## src/rtl/map_background_restorer.sv

```systemverilog
// Walks a rectangle of the saved map-background RAM and streams each stored pixel to the VGA mux.
// Define MAP_RESTORE_TRANSPARENT_EN to suppress writes of pixels equal to TRANSPARENT_COLOUR.
module map_background_restorer #(
   parameter int unsigned SCREEN_W    = 160,
   parameter int unsigned SCREEN_H    = 120,
   parameter int unsigned MEM_LATENCY = 1
`ifdef MAP_RESTORE_TRANSPARENT_EN
   ,
   parameter logic [8:0]  TRANSPARENT_COLOUR = 9'h000
`endif
) (
   input  logic        clk,
   input  logic        reset,
   input  logic        req,
   input  logic [7:0]  x0,
   input  logic [6:0]  y0,
   input  logic [7:0]  w,
   input  logic [6:0]  h,
   output logic        busy,
   output logic        done,
   output logic [14:0] mem_address,
   input  logic [8:0]  mem_q,
   output logic [8:0]  colour,
   output logic [14:0] coordinates,
   output logic        VGA_write_enable
);

   typedef enum logic [1:0] {StIdle, StRun, StDrain, StDone} state_e;

   state_e      state_q, state_d;
   logic [7:0]  x0_q, x0_d, w_q, w_d, col_q, col_d;
   logic [6:0]  y0_q, y0_d, h_q, h_d, row_q, row_d;
   logic [1:0]  drain_q, drain_d;
   logic        busy_q, busy_d, done_q, done_d;
   logic        we_q, we_d;
   logic [8:0]  colour_q, colour_d;
   logic [14:0] coord_q, coord_d;

   logic [8:0]  cx;
   logic [7:0]  cy;
   logic        pix_valid;
   logic [14:0] pix_crd;

   // Read-side delay line, aligned with mem_q
   logic [MEM_LATENCY-1:0] vld_q;
   logic [14:0]            crd_q [MEM_LATENCY];

   // Wide sums so off-screen pixels are clipped rather than wrapped
   assign cx          = {1'b0, x0_q} + {1'b0, col_q};
   assign cy          = {1'b0, y0_q} + {1'b0, row_q};
   assign pix_valid   = (state_q == StRun) && (32'(cx) < SCREEN_W) && (32'(cy) < SCREEN_H);
   assign pix_crd     = {cx[7:0], cy[6:0]};
   assign mem_address = pix_valid ? 15'(32'(cy) * SCREEN_W + 32'(cx)) : 15'd0;

   always_comb begin
      state_d = state_q;
      x0_d    = x0_q;
      y0_d    = y0_q;
      w_d     = w_q;
      h_d     = h_q;
      col_d   = col_q;
      row_d   = row_q;
      drain_d = drain_q;
      unique case (state_q)
         StIdle: begin
            if (req) begin
               x0_d    = x0;
               y0_d    = y0;
               w_d     = w;
               h_d     = h;
               col_d   = '0;
               row_d   = '0;
               state_d = (w == 8'd0 || h == 7'd0) ? StDone : StRun;
            end
         end
         StRun: begin
            if (col_q == w_q - 8'd1) begin
               col_d = '0;
               if (row_q == h_q - 7'd1) begin
                  state_d = StDrain;
                  drain_d = '0;
               end else begin
                  row_d = row_q + 7'd1;
               end
            end else begin
               col_d = col_q + 8'd1;
            end
         end
         StDrain: begin
            if (drain_q == 2'(MEM_LATENCY)) state_d = StDone;
            else                            drain_d = drain_q + 2'd1;
         end
         StDone:  state_d = StIdle;
         default: state_d = StIdle;
      endcase
      busy_d = (state_d == StRun) || (state_d == StDrain);
      done_d = (state_d == StDone);
   end

   always_comb begin
`ifdef MAP_RESTORE_TRANSPARENT_EN
      we_d = vld_q[MEM_LATENCY-1] && (mem_q != TRANSPARENT_COLOUR);
`else
      we_d = vld_q[MEM_LATENCY-1];
`endif
      colour_d = we_d ? mem_q : colour_q;
      coord_d  = we_d ? crd_q[MEM_LATENCY-1] : coord_q;
   end

   always_ff @(posedge clk or posedge reset) begin
      if (reset) begin
         state_q  <= StIdle;
         x0_q     <= '0;
         y0_q     <= '0;
         w_q      <= '0;
         h_q      <= '0;
         col_q    <= '0;
         row_q    <= '0;
         drain_q  <= '0;
         busy_q   <= 1'b0;
         done_q   <= 1'b0;
         we_q     <= 1'b0;
         colour_q <= '0;
         coord_q  <= '0;
      end else begin
         state_q  <= state_d;
         x0_q     <= x0_d;
         y0_q     <= y0_d;
         w_q      <= w_d;
         h_q      <= h_d;
         col_q    <= col_d;
         row_q    <= row_d;
         drain_q  <= drain_d;
         busy_q   <= busy_d;
         done_q   <= done_d;
         we_q     <= we_d;
         colour_q <= colour_d;
         coord_q  <= coord_d;
      end
   end

   always_ff @(posedge clk or posedge reset) begin
      if (reset) begin
         vld_q <= '0;
         for (int i = 0; i < MEM_LATENCY; i++) crd_q[i] <= '0;
      end else begin
         vld_q[0] <= pix_valid;
         crd_q[0] <= pix_crd;
         for (int i = 1; i < MEM_LATENCY; i++) begin
            vld_q[i] <= vld_q[i-1];
            crd_q[i] <= crd_q[i-1];
         end
      end
   end

   assign busy             = busy_q;
   assign done             = done_q;
   assign VGA_write_enable = we_q;
   assign colour           = colour_q;
   assign coordinates      = coord_q;

endmodule

```

## config.mk

```make
export PLATFORM = sky130hd
export DESIGN_NAME = map_background_restorer
export DESIGN_NICKNAME = d
export VERILOG_FILES = /design/src/rtl/map_background_restorer.sv
export SDC_FILE = /design/constraint.sdc
export NUM_CORES = 1
export LEC_CHECK = 0
export CAP_MARGIN = 0
export CORE_MARGIN = 4
export CORE_UTILIZATION = 50
export DETAILED_ROUTE_END_ITERATION = 10
export PLACE_DENSITY = 0.8
export SYNTH_ARGS = -nofsm -noshare
export SYNTH_HDL_FRONTEND = slang
export SYNTH_SLANG_ARGS = --single-unit
```

## constraint.sdc

```tcl
create_clock -name clk -period 5.5 [get_ports clk]
set_clock_uncertainty 0.05 [all_clocks]
set_input_delay 0.825 -clock clk [delete_from_list [all_inputs] [get_ports clk]]
set_output_delay 0.825 -clock clk [all_outputs]
set_load 0.01 [all_outputs]
```

==> results of run 1 <==
-- worst max-delay path: cells and delay by family (launching register included) --
family / cells / cell delay (ns)
multiplexers: 1 / 0.33
AO/OA/AOI/OAI: 4 / 0.63
XOR/XNOR: 2 / 0.34
adder cells (fa/ha/maj): 4 / 1.43
AND/OR/NAND/NOR: 3 / 0.53
buffers and inverters: 2 / 0.26
flip-flops: 1 / 0.46
-- layer usage --
| layer | up-vias | track usage, % | wire length (um) |
|---|---|---|---|
| met5 | - | 0 | 0 |
| met4 | 0 | 8.37 | 261 |
| met3 | 18 | 3.11 | 454 |
| met2 | 111 | 30.7 | 5480 |
| met1 | 1996 | 25.8 | 5330 |
| li1 | 2048 | - | - |
-- cell usage after synthesis, drive strengths merged, types with 5 or more instances --
library cell | count | share of area [%]
mux2 | 25 | 5.3
ha | 33 | 7.8
and3 | 5 | 0.59
a31oi | 6 | 0.71
o211ai | 6 | 1.1
nor2 | 27 | 1.9
nand2 | 98 | 7.0
xnor2 | 26 | 4.3
o21ai | 26 | 2.5
nor3 | 10 | 0.95
nor2b | 9 | 1.1
xor2 | 13 | 2.2
nand3 | 14 | 1.3
dfrtp | 92 | 44
nand2b | 5 | 0.59
inv | 26 | 1.9
a21o | 11 | 1.6
and2 | 5 | 0.59
or3 | 5 | 0.59
clkbuf | 13 | 0.93
a21oi | 21 | 2.1
-- logic make-up (layout without fill, tap and decap cells) --
family                   count (synthesis)  count (layout)  share of synthesized area (%)
adder cells (fa/ha/maj)                 37              37                           9.36
flip-flops                              92              92                           43.7
AND/OR/NAND/NOR                        204             204                           18.6
XOR/XNOR                                40              40                           6.91
multiplexers                            27              27                           5.72
buffers and inverters                   41             127                           2.97
AO/OA/AOI/OAI                          100             100                           12.7
-- power breakdown --
group	total, uW	internal, uW	leakage, uW	switching (uW)
combinational	2060	1070	0.00173	990
clock	409	174	0.0000852	235
sequential	1030	857	0.00108	173
-- path summary, 6_finish.rpt --
kind	slack [ns]	cells after the start	to
max	0.26	16	mem_address[14]
min	0.43	1	coordinates[7]
max reg2reg	2.29	10	vld_q
min reg2reg	0.43	1	coordinates[7]
max in group asynchronous	3.45	3	row_q[0]
min in group asynchronous	0.84	2	coordinates[8]
-- metrics by stage --
step / worst slack, ns / util [%] / hold slack (ns)
final: 0.261 / 62.6 / 0.431
after detailed placement: 0.187 / 60.6 / 0.415
after global routing: 0.0306 / 62.6 / 0.447
after global placement: 0.327 / 60.6 / 0.409
after floorplan: 0.961 / - / 0.302
after CTS: -0.0103 / 62.4 / 0.433
-- cell type report --
cell class | count | area [sq um]
flip-flops and latches | 92 | 2300
multi-input cells | 408 | 2840
fillers | 876 | 3850
clock inverters | 4 | 26.3
repair buffers | 86 | 847
clock buffers | 11 | 141
well taps | 136 | 170
inverters | 26 | 98.8
-- state kept, by name (all words and copies together) (netlist names) --
signal / cells
busy: 1
VGA_write_enable: 1
y0_q: 7
col_q: 8
x0_q: 8
state_q: 2
vld_q: 1
coordinates: 15
w_q: 8
colour: 9
done: 1
drain_q: 2
h_q: 7
crd_q: 15
row_q: 7
-- what timing repair did --
item	in CTS	in global routing
resized for setup	8	5
buffers inserted	0	1
pin swaps	1	1
endpoints found under the setup margin	2	2
gates cloned	0	0
==> summary.json, run 1 <==
{
  "routing": {
    "final_antenna_net_count": 0,
    "route.detailed.drc": 0,
    "detail_route.wirelength_um": 11500,
    "drt_first_iter_violations": 291,
    "vias": 4173,
    "routed_wirelength_normalized_by_instance_count_um": 15.1,
    "vias_per_cell": 5.47,
    "drt_pass1_iterations": 4
  },
  "critical_path": {
    "cp-end-kind": "primary output",
    "crit_path_frequent_cell": "sky130_fd_sc_hd__ha_1",
    "crit_required_ns": 4.62,
    "timing.critical_path.from": "row_q[0]",
    "cp_data_arrival_time_ns": 4.36,
    "timing.critical_path.slowest_stage_cell": "sky130_fd_sc_hd__fa_1",
    "category_of_the_worst_setup_path_launch_point": "flop",
    "reg2reg_from": "col_q[0]",
    "setup.worst_path.class": "reg2out",
    "crit_chain": "ha_1, fa_2, a21o_1, a21oi_1, xnor2_1, ha_1, inv_1, fa_1, nand2b_1, a21oi_2, xor2_2, and4_4, mux2_2, nand3_1, a41oi_1, clkbuf_2",
    "critPathMaxStageDelay_ns": 0.47,
    "maximum_fanout_along_the_worst_path": 7
  },
  "clock_network": {
    "worstSkewPairLatency_ns": 0.37,
    "clk_path_buf_depth": 2,
    "clock_sink_count": 92,
    "tritoncts_buffer_count": 9,
    "cts_tree": "done",
    "clock_pin_slew_on_the_worst_setup_and_hold_paths_ns": 0.09,
    "clockRootBuffer": "sky130_fd_sc_hd__clkbuf_8",
    "holdBufCountCts": 0,
    "h-tree-depth": 3
  },
  "min_path": {
    "worst_hold_path_type": "reg2reg",
    "worstHoldStart": "crd_q[7]"
  },
  "synthesis": {
    "ys_seq_area_share_pct": 43.7,
    "synth_enable_flop_cells": 0,
    "synthesized_netlist_net_count": 620,
    "ys_dominant_reg_cell": "sky130_fd_sc_hd__dfrtp_1",
    "avgSynthCellArea_sq_um": 9.74,
    "ys_ff_latch": 92,
    "count_of_different_cell_masters_after_synthesis": 57,
    "asyncSetResetFlopFracSynth_pct": 100,
    "number_of_standard_cells_after_synthesis": 541,
    "yosys_warnings": 0,
    "post_synth_instance_area_sq_um": 5270
  },
  "power": {
    "leakagePower_uw": 0.00290,
    "power_per_cell_area_nw_per_um2": 544,
    "power.ir.vdd_worst_mv": 0.497,
    "total_power_uw": 3500
  },
  "placement": {
    "post-dp-hpwl_um": 8590,
    "placed_cell_area_sq_um": 6230,
    "placer_congestion": 0.869,
    "placement.io_buffers": 83,
    "place.detailed.instances": 747
  },
  "global_routing": {
    "grt_antenna_before_repair": 0,
    "first_pass_grt_wire_length_um": 19400,
    "grt_usage_pct": 19.2,
    "number_of_global_route_vias_before_repair": 4056,
    "globalRoute.totalOverflow": 0,
    "pin_count_of_the_biggest_net_entering_global_routing": 50
  },
  "cells_and_area": {
    "final_net_count": 702,
    "area_delta_synth_final_pct": 22.1,
    "layout_common_cells": "sky130_fd_sc_hd__nand2_1 (97), sky130_fd_sc_hd__dfrtp_1 (91), sky130_fd_sc_hd__clkdlybuf4s50_1 (81)",
    "final-instance-count-excl-fill": 763,
    "antenna_cells_inserted": 0,
    "drive_gt1_share_pct": 9.73,
    "layout.cell_area.non_filler_sq_um": 6430,
    "layout_commonest_cell": "sky130_fd_sc_hd__nand2_1"
  },
  "floorplanning": {
    "core_area_sq_um": 10300,
    "floorplan.rows": 37,
    "die_height_um": 111,
    "die_area_sq_um": 12200,
    "floorplan.initialDensity_pct": 51.3,
    "die-width_um": 111,
    "ioPinCount": 84
  },
  "timing": {
    "relSlewSlack_pct": 23.9,
    "finalSetupTns_ns": 0,
    "grt_setup_unrepaired": "false",
    "tightestPinTransition_ns": 1.14,
    "finalWorstPathRequiredPeriod_ns": 5.24,
    "hold_viol_final": 0,
    "fmax_ghz": 0.191,
    "layout_worst_path_cycle_share_pct": 95.2,
    "report.final.slew_viol_count": 0,
    "setup-violations-final": 0
  },
  "run": {
    "drv.max_cap_violation_count": 0
  },
  "status": {
    "run_status": "completed"
  }
}
Power figures use the tool's default switching activity.
==> inputs of run 2 (changes only) <==
Settings changed: RECOVER_POWER set to 50.
==> summary.json, run 2 (same netlist as run 1, synthesis figures left out) <==
{
  "critical_path": {
    "cp_data_arrival_time_ns": 4.39,
    "crit_required_ns": 4.62,
    "worst_r2r_path_depth": 10,
    "category_of_the_worst_setup_path_launch_point": "flop",
    "worst_reg_to_reg_setup_slack_ns": 2.31,
    "maximum_fanout_along_the_worst_path": 7,
    "reg2reg_from": "col_q[0]",
    "cp-end-kind": "primary output",
    "setup.worst_path.class": "reg2out",
    "timing.critical_path.from": "row_q[0]",
    "timing.rr.end": "vld_q"
  },
  "placement": {
    "post-place-ws_ns": 0.187,
    "placer_congestion": 0.869,
    "placed_cell_area_sq_um": 6230,
    "placement.io_buffers": 83,
    "place.detailed.instances": 747,
    "post-dp-hpwl_um": 8590
  },
  "cells_and_area": {
    "final_net_count": 702,
    "final-instance-count-excl-fill": 763,
    "layout.cell_area.non_filler_sq_um": 6410,
    "layout_common_cells": "sky130_fd_sc_hd__nand2_1 (97), sky130_fd_sc_hd__dfrtp_1 (92), sky130_fd_sc_hd__clkdlybuf4s50_1 (52)",
    "layout_commonest_cell": "sky130_fd_sc_hd__nand2_1",
    "area_delta_synth_final_pct": 21.8,
    "antenna_cells_inserted": 0,
    "drive_gt1_share_pct": 9.41,
    "utilization_pct": 62.4
  },
  "timing": {
    "final_critical_path_setup_slack_ns": 0.240,
    "report.final.slew_viol_count": 45,
    "layout_worst_path_cycle_share_pct": 95.6,
    "grt_setup_unrepaired": "false",
    "hold_viol_final": 0,
    "fmax_ghz": 0.190,
    "finalWorstPathRequiredPeriod_ns": 5.26,
    "relSlewSlack_pct": -27.7,
    "tightestPinTransition_ns": 1.91,
    "setup-violations-final": 0
  },
  "clock_network": {
    "clockRootBuffer": "sky130_fd_sc_hd__clkbuf_8",
    "clk_path_buf_depth": 2,
    "h-tree-depth": 3,
    "tritoncts_buffer_count": 9,
    "clock_pin_slew_on_the_worst_setup_and_hold_paths_ns": 0.09,
    "cts_tree": "done",
    "holdBufCountCts": 0,
    "worstSkewPairLatency_ns": 0.38,
    "clock_sink_count": 92
  },
  "global_routing": {
    "globalRoute.totalOverflow": 0,
    "fraction_of_met2_tracks_used_by_global_routing_pct": 30.7,
    "first_pass_grt_wire_length_um": 19400,
    "grt_usage_pct": 19.2,
    "pin_count_of_the_biggest_net_entering_global_routing": 50,
    "number_of_global_route_vias_before_repair": 4056,
    "use_met3_pct": 3.11,
    "globalRouteMet1Util_pct": 25.8,
    "global_route.peak_usage_layer": "met2",
    "grt_antenna_before_repair": 0
  },
  "min_path": {
    "worstHoldStart": "crd_q[11]",
    "min_to": "coordinates[11]",
    "min_path_cells": 1,
    "worst_hold_path_type": "reg2reg"
  },
  "floorplanning": {
    "die_area_sq_um": 12200,
    "die-width_um": 111,
    "core_area_sq_um": 10300,
    "die_height_um": 111,
    "floorplan.initialDensity_pct": 51.3,
    "floorplan.rows": 37,
    "ioPinCount": 84
  },
  "routing": {
    "drt_pass1_iterations": 4,
    "routed_wirelength_normalized_by_instance_count_um": 15.1,
    "drt_first_iter_violations": 297,
    "vias": 4185,
    "vias_per_cell": 5.48,
    "detail_route.wirelength_um": 11500,
    "route.detailed.drc": 0,
    "final_antenna_net_count": 0
  },
  "status": {
    "failed_checks": "capacitance limit, slew limit",
    "run_status": "finished with violations"
  },
  "power": {
    "total_power_uw": 3450,
    "power_per_cell_area_nw_per_um2": 538,
    "leakagePower_uw": 0.00288,
    "power.ir.vdd_worst_mv": 0.496
  },
  "run": {
    "drv.max_cap_violation_count": 1
  }
}
-- run 2: worst max-delay path: stages (launching register included) --
cell	delay, ns
sky130_fd_sc_hd__dfrtp_1	0.47
sky130_fd_sc_hd__ha_1	0.27
sky130_fd_sc_hd__fa_2	0.38
sky130_fd_sc_hd__a21o_1	0.17
sky130_fd_sc_hd__a21oi_1	0.17
sky130_fd_sc_hd__xnor2_1	0.14
sky130_fd_sc_hd__ha_1	0.33
sky130_fd_sc_hd__inv_1	0.06
sky130_fd_sc_hd__fa_1	0.47
sky130_fd_sc_hd__nand2b_1	0.18
sky130_fd_sc_hd__a21oi_2	0.19
sky130_fd_sc_hd__xor2_2	0.20
sky130_fd_sc_hd__and4_4	0.26
sky130_fd_sc_hd__mux2_2	0.33
sky130_fd_sc_hd__nand3_1	0.09
sky130_fd_sc_hd__a41oi_1	0.10
sky130_fd_sc_hd__clkbuf_2	0.20
-- run 2: stage by stage --
step	hold WS (ns)	setup TNS, ns
after CTS	0.433	-0.0103
after detailed placement	0.415	0
after floorplan	0.302	0
after global routing	0.447	0
after global placement	0.409	0
final	0.431	0
-- run 2: cell type report --
cell class,instances,area (sq um)
flip-flops and latches,92,2300
clock inverters,4,26.3
well taps,136,170
repair buffers,86,847
inverters,26,98.8
fillers,877,3860
multi-input cells,408,2830
clock buffers,11,141
-- run 2: timing repair --
| item | 4_1_cts | 5_1_grt |
|---|---|---|
| endpoints found under the setup margin | 2 | 2 |
| buffers inserted | 0 | 1 |
| pin swaps | 1 | 1 |
| resized for setup | 8 | 5 |
-- run 2: routing by layer --
metal / routed length, um / vias to the layer above / share of wire [%]
li1: - / 2054 / -
met1: 5300 / 1999 / 46
met2: 5530 / 111 / 48
met3: 461 / 21 / 4.0
met4: 219 / 0 / 1.9
met5: 0 / - / 0
-- run 2: how the worst max path moves through the flow --
stage                                 end  slack [ns]
after floorplan           mem_address[14]        0.96
after global placement    mem_address[14]        0.33
after detailed placement  mem_address[14]        0.19
after CTS                 mem_address[14]       -0.01
after global routing      mem_address[14]       0.003
final                     mem_address[14]        0.24
-- run 2: power by group --
part           switching (uW)  internal (uW)
sequential                169            857
clock                     236            174
combinational             984           1030
==> inputs of run 3 (changes only) <==
Clock period 5.5 ns to 5.65 ns, I/O delays scaled along.
==> summary.json, run 3 (same netlist as run 1, synthesis figures left out) <==
{
  "power": {
    "power.ir.vdd_worst_mv": 0.497,
    "power_per_cell_area_nw_per_um2": 530,
    "p_clk_share_pct": 12.9,
    "total_net_switching_power_uw": 1350,
    "combPwrFrac_pct": 57.7,
    "leakagePower_uw": 0.00291,
    "seq_power_share_pct": 29.3,
    "power.switching_fraction_pct": 39.7,
    "p_int_uw": 2060
  },
  "timing": {
    "grt_setup_unrepaired": "false",
    "relSlewSlack_pct": -67.7,
    "fmax_ghz": 0.184,
    "hold_viol_final": 0,
    "tightestPinTransition_ns": 2.52,
    "finalWorstPathRequiredPeriod_ns": 5.42,
    "layout_worst_path_cycle_share_pct": 96.0,
    "final_critical_path_setup_slack_ns": 0.228,
    "setup-violations-final": 0,
    "final.hold.worst_slack_ns": 0.429,
    "report.final.slew_viol_count": 95,
    "finalSetupTns_ns": 0
  },
  "status": {
    "run_status": "finished with violations",
    "failed_checks": "capacitance limit, slew limit"
  },
  "floorplanning": {
    "die_area_sq_um": 12200,
    "die_height_um": 111,
    "die-width_um": 111,
    "ioPinCount": 84,
    "floorplan.rows": 37,
    "core_area_sq_um": 10300,
    "floorplan.initialDensity_pct": 51.3
  },
  "cells_and_area": {
    "layout.filler_cells": 854,
    "layout.cell_area.non_filler_sq_um": 6440,
    "drive_gt1_share_pct": 8.60,
    "layout_common_cells": "sky130_fd_sc_hd__nand2_1 (97), sky130_fd_sc_hd__dfrtp_1 (91), sky130_fd_sc_hd__clkdlybuf4s50_1 (53)",
    "area_delta_synth_final_pct": 22.2,
    "layout_commonest_cell": "sky130_fd_sc_hd__nand2_1",
    "antenna_cells_inserted": 0,
    "final_net_count": 702
  },
  "routing": {
    "routed_wirelength_normalized_by_instance_count_um": 15.0,
    "route.detailed.drc": 0,
    "vias_per_cell": 5.47,
    "drt_pass1_iterations": 5,
    "final_antenna_net_count": 0,
    "drt_first_iter_violations": 353,
    "detail_route.wirelength_um": 11400,
    "vias": 4182
  },
  "placement": {
    "placement.io_buffers": 83,
    "placer_congestion": 0.860,
    "post-place-ws_ns": 0.290,
    "placed_cell_area_sq_um": 6230,
    "post-dp-hpwl_um": 8450
  },
  "critical_path": {
    "timing.critical_path.slowest_stage_cell": "sky130_fd_sc_hd__fa_1",
    "critPathMaxStageDelay_ns": 0.48,
    "crit_chain": "ha_1, fa_1, a21o_1, a21oi_1, xnor2_1, ha_1, inv_1, fa_1, nand2b_1, a21oi_2, xor2_2, and4_4, mux2_2, nand3_1, a41oi_1, clkdlybuf4s15_1",
    "cp-end-kind": "primary output",
    "cp_data_arrival_time_ns": 4.52,
    "crit_required_ns": 4.75,
    "setup.worst_path.class": "reg2out",
    "critical_path.top_delay_family": "adder cells",
    "crit_buf_inv": 2,
    "maximum_fanout_along_the_worst_path": 7,
    "category_of_the_worst_setup_path_launch_point": "flop"
  },
  "clock_network": {
    "cts_tree": "done",
    "clock_pin_slew_on_the_worst_setup_and_hold_paths_ns": 0.08,
    "tritoncts_buffer_count": 9,
    "clockRootBuffer": "sky130_fd_sc_hd__clkbuf_8",
    "worstSkewPairLatency_ns": 0.38,
    "clock_sink_count": 92,
    "clk_path_buf_depth": 2,
    "h-tree-depth": 3
  },
  "global_routing": {
    "grt_antenna_before_repair": 0,
    "pin_count_of_the_biggest_net_entering_global_routing": 50,
    "first_pass_grt_wire_length_um": 19200,
    "number_of_global_route_vias_before_repair": 4139,
    "grt_usage_pct": 19.1,
    "globalRoute.totalOverflow": 0
  },
  "min_path": {
    "worst_hold_path_type": "reg2reg"
  },
  "run": {
    "drv.max_cap_violation_count": 2
  }
}
[run 3: layout make-up]
| type | count | area [sq um] | share of cell area, % |
|---|---|---|---|
| multi-input cells | 408 | 2820 | 43.8 |
| flip-flops and latches | 92 | 2300 | 35.8 |
| repair buffers | 86 | 852 | 13.2 |
| well taps | 136 | 170 | 2.64 |
| clock buffers | 12 | 145 | 2.25 |
| inverters | 26 | 98.8 | 1.54 |
| clock inverters | 4 | 48.8 | 0.758 |
[run 3: worst register-to-register path: cells and delay by family (launching register included)]
family | cells | cell delay, ns
buffers and inverters | 2 | 0.15
AO/OA/AOI/OAI | 4 | 1.45
adder cells (fa/ha/maj) | 2 | 0.62
flip-flops | 1 | 0.49
AND/OR/NAND/NOR | 2 | 0.36
[run 3: what timing repair did]
| item | in CTS | in global routing |
|---|---|---|
| hold buffers | 0 | 0 |
| pin swaps | 1 | 2 |
| gates cloned | 0 | 0 |
| endpoints found under the hold margin | 0 | 0 |
| setup endpoints to repair | 2 | 2 |
| buffers inserted | 1 | 0 |
| resized for setup | 2 | 7 |
[run 3: path summary, 6_finish.rpt]
path / startpoint / cells past startpoint / to / slack (ns)
min in group asynchronous: reset / 2 / coordinates[8] / 1.35
worst min register to register: crd_q[13] / 1 / coordinates[13] / 0.43
worst max register to register: col_q[0] / 10 / vld_q / 2.39
max in group asynchronous: reset / 3 / row_q[0] / 0.98
worst max-delay path: row_q[0] / 16 / mem_address[14] / 0.23
worst min-delay path: crd_q[13] / 1 / coordinates[13] / 0.43
[run 3: power groups by stage]
stage | logic, uW | registers [uW] | clock network, uW
2_1_floorplan | 1220 | 989 | 0
3_3_place_gp | 1830 | 1000 | 0
3_5_place_dp | 1900 | 1020 | 0
4_1_cts | 1940 | 1000 | 452
5_1_grt | 2140 | 1030 | 477
6_report | 1970 | 1000 | 441
[run 3: metal layers]
| layer | track usage, % | vias to the layer above | routed length, um |
|---|---|---|---|
| li1 | - | 2056 | - |
| met1 | 24.2 | 1974 | 5230 |
| met2 | 31.9 | 132 | 5380 |
| met3 | 3.88 | 20 | 558 |
| met4 | 7.72 | 0 | 272 |
| met5 | 0 | - | 0 |
[run 3: stage by stage]
stage               util [%]  cells  total power, uW
global route            62.6    764             3650
global placement        60.6    747             2830
floorplan                  -    541             2210
finish                  62.6    764             3410
detailed placement      60.6    747             2910
CTS                     62.6    764             3400
